$ cat config.mk
export PLATFORM = sky130hd
export DESIGN_NAME = run_checker_cmp
export DESIGN_NICKNAME = d
export VERILOG_FILES = /design/src/rtl/run_checker_pkg.sv /design/src/rtl/run_checker_cmp.sv
export SDC_FILE = /design/constraint.sdc
export NUM_CORES = 1
export LEC_CHECK = 0
export CAP_MARGIN = 25
export CORE_AREA = 5 5 100 102
export DETAILED_ROUTE_END_ITERATION = 8
export DIE_AREA = 0 0 105 107
export PLACE_DENSITY = 0.7
export SETUP_SLACK_MARGIN = 0.5
export SLEW_MARGIN = 25
export SYNTH_ARGS = -nofsm -noshare
export SYNTH_HDL_FRONTEND = slang
export SYNTH_SLANG_ARGS = --single-unit
$ cat constraint.sdc
create_clock -name vclk -period 1.6
set_input_delay 0.24 -clock vclk [all_inputs]
set_output_delay 0.24 -clock vclk [all_outputs]
set_load 0.1 [all_outputs]
$ cat src/rtl/run_checker_pkg.sv
// run_checker_pkg: FSM state encoding and width helper shared by the CPU run checker.
package run_checker_pkg;

    typedef enum logic [2:0] {
        S_IDLE  = 3'd0,
        S_RESET = 3'd1,
        S_RUN   = 3'd2,
        S_CHECK = 3'd3,
        S_DONE  = 3'd4
    } state_t;

    function automatic int idx_width(input int n);
        return (n <= 1) ? 1 : $clog2(n);
    endfunction

endpackage

$ cat src/rtl/run_checker_cmp.sv
// run_checker_cmp: selects probe/expected channel idx and reports equality and mask skip.
module run_checker_cmp
    import run_checker_pkg::*;
#(
    parameter int DATA_WIDTH = 32,
    parameter int NUM_CHECKS = 4,
    parameter int IW         = idx_width(NUM_CHECKS)
) (
    input  logic [NUM_CHECKS*DATA_WIDTH-1:0] probe_values,
    input  logic [NUM_CHECKS*DATA_WIDTH-1:0] expected_values,
    input  logic [NUM_CHECKS-1:0]            check_mask,
    input  logic [IW-1:0]                    idx,
    output logic                             match,
    output logic                             skip
);

    always_comb begin
        match = 1'b0;
        skip  = 1'b1;
        for (int k = 0; k < NUM_CHECKS; k++) begin
            if (idx == k[IW-1:0]) begin
                match = probe_values[k*DATA_WIDTH +: DATA_WIDTH] == expected_values[k*DATA_WIDTH +: DATA_WIDTH];
                skip  = !check_mask[k];
            end
        end
    end

endmodule

==> results.txt <==
----------------------------------------------------
[Timing]
  Maximum frequency from static timing analysis ... 471 MHz
  # setup viols final ... 1
  Slew margin rel. ... 78.5%
  Setup repair after global routing missed its margin ... true
  Clock period minus worst slack ... 2.12 ns
  Setup ws final ... -0.524 ns
  Fin. max-slew vios ... 0
  Ratio of final minimum period to clock period ... 133%
  Hold Violations, Final ... 0
  Transition at the pin with the smallest max-transition slack ... 0.320 ns

[Yosys]
  Top cell type's share of synthesized area ... 54.2%
  Mean instance size in the synthesized netlist ... 8.17 um2
  Net count after synthesis ... 438
  Netlist cell types ... 10
  Number of cells produced by synthesis ... 176
  Cell types occupying the most area after synthesis ... xor2_1, xnor2_1, nor4_1
  Netlist area before placement ... 1440 um2
  Cell with the most instances after synthesis ... xor2_1
  Library cell occupying the most area in the post-synthesis netlist ... xor2_1
  Register area share after synthesis ... 0%
  Count of synthesis-stage warnings from yosys ... 0
  Leading cell types by count after synthesis ... xor2_1, xnor2_1, nor4_1, nand4_1

[Placement]
  Placer Congestion ... 0.743
  Dpl cells ... 555
  Number of I/O port buffers ... 264
  Placed wire-length estimate after detailed placement ... 7.86 mm

[GRT]
  Remaining Overflow, GRT ... 0
  First-pass GRT wire length ... 12.5 mm
  Maximum number of pins on one net before global-route repair ... 6
  Global-route total usage across every layer ... 13.4%
  Antenna violations before repair ... 0
  Vias in the first global route ... 2689

[Critical path]
  Gate family responsible for the most delay along the worst path ... simple AND/OR/NAND/NOR gates
  Slowest stage delay, CP ... 0.41 ns
  Setup Crit Path Kind ... in2out
  CP Capture Type ... output pin
  CP max stage cell ... clkdlybuf4s50_1
  Highest fanout seen on the critical path ... 1
  Crit path required time ... 1.36 ns
  Cells along the critical path ... clkdlybuf4s50_1, xor2_1, nor4_2, nand4_1, nor4_2, nand4_1, nand3_4, buf_12
  Crit path buffers/inverters ... 2
  Startpoint class of the critical path ... input pin
  Critical Path AT ... 1.88 ns
  Logic depth of the worst setup path including buffers ... 8

[Power and ir drop]
  Static Leak ... 1.67 nW
  Worst IR Drop VDD ... 0.106 mV
  Power density of the placed cells ... 227 nW/um2
  Overall power ... 0.941 mW

[Floorplanning]
  Total die area ... 11200 um2
  Boundary pin count ... 264
  Floorplan die height ... 107 um
  Core area ... 9020 um2
  Standard-cell rows ... 35
  Initial standard-cell utilization of the core ... 15.9%
  Die extent in x ... 105 um

[Drt]
  Number of vias after detailed routing ... 2304
  Detail-routed via count per cell ... 4.15
  Routed Wire Length ... 8.13 mm
  Antenna-violating nets left ... 0
  Routed wire per std cell ... 14.7 um
  Number of iterations in the first detailed-routing pass ... 4
  Number of DRC violations after detailed-routing iteration 0 ... 36
  Number of remaining DRC errors ... 0

[Clocking]
  Hold-fix buffer count after cts ... 0

[Run status]
  Violations in the final reports ... setup timing
  Outcome ... complete, but fails checks

[Layout]
  Area of combinational cells with multiple inputs ... 1520 um2
  Diodes inserted ... 0
  Footprint of the flip-flops and latches ... 0 um2
  Count of clock buffers in the final design ... 0
  Area overhead of the layout relative to synthesis ... 188%
  Final #Nets ... 708
  Seq cells ... 0
  Non-Filler Instances ... 555
  Share of final-layout standard cells stronger than drive strength 1 ... 13.3%
  Final standard cell utilization of the core ... 45.9%
  Number of inserted filler cells in the final layout ... 947

[Hold path]
  Cells on Worst Hold Path ... 6
  Class of the most critical hold timing path ... in2out

[Job]
  Max-cap violation count ... 0

----------------------------------------------------
-- kinds of logic (layout without fill, tap and decap cells) --
kind of cell / after synthesis / in the layout / share of synthesized area (%)
simple gates: 45 / 45 / 19.6
compound gates: 1 / 1 / 0.609
mux: 1 / 1 / 1.57
xor+xnor: 128 / 128 / 78.0
buf+inv: 1 / 269 / 0.261
-- what timing repair did --
action                     in CTS  in global routing
pin swaps                      77                  7
setup endpoints to repair       2                  2
gates resized for setup       270                  6
buffers inserted                0                  0
-- area by class of cell --
| cell class | count | area share [%] |
|---|---|---|
| Timing Repair Buffer | 268 | 59.8 |
| Multi-Input combinational cell | 175 | 36.7 |
| Inverter | 1 | 0.181 |
| Tap cell | 111 | 3.35 |
-- layer usage --
layer	wire length [um]	GRT usage (%)	part of all wire, %
met5	0	0	0
met4	146	2.01	1.8
met3	729	4.09	9.0
met2	4650	27.3	57
met1	2610	13.3	32
-- layout by cell type, fill, tap and decap left out --
cell	instances
buf_6	6
nor4_1	17
nor3_1	1
clkdlybuf4s50_1	141
nand3_1	1
nand4b_1	2
clkdlybuf4s15_1	30
buf_2	35
a41oi_4	1
nor4_2	8
nand4_1	14
nand3_4	1
nor3_2	1
xor2_1	89
dlygate4sd2_1	51
buf_4	2
mux4_2	1
clkinvlp_4	1
xnor2_1	39
buf_12	3
-- power breakdown --
part | switching, mW | internal, mW
combinational | 0.295 | 0.647
clock | 0 | 0
sequential | 0 | 0
total | 0.295 | 0.647
-- worst paths after layout --
path | start | to | slack (ns)
hold / removal | idx[0] | match | 1.12
setup / recovery | probe_values[119] | match | -0.52
-- through the flow --
stage,area (um2),TNS (ns),hold WS [ns],setup WS (ns)
floorplan,1450,-0.112,0.896,-0.112
global placement,4290,-1.44,1.41,-0.966
detailed placement,4290,-1.40,1.41,-0.930
CTS,4120,-0.555,1.13,-0.555
global route,4140,-0.674,1.14,-0.674
finish,4140,-0.524,1.12,-0.524
No activity file was read; power rests on OpenSTA's default activity.
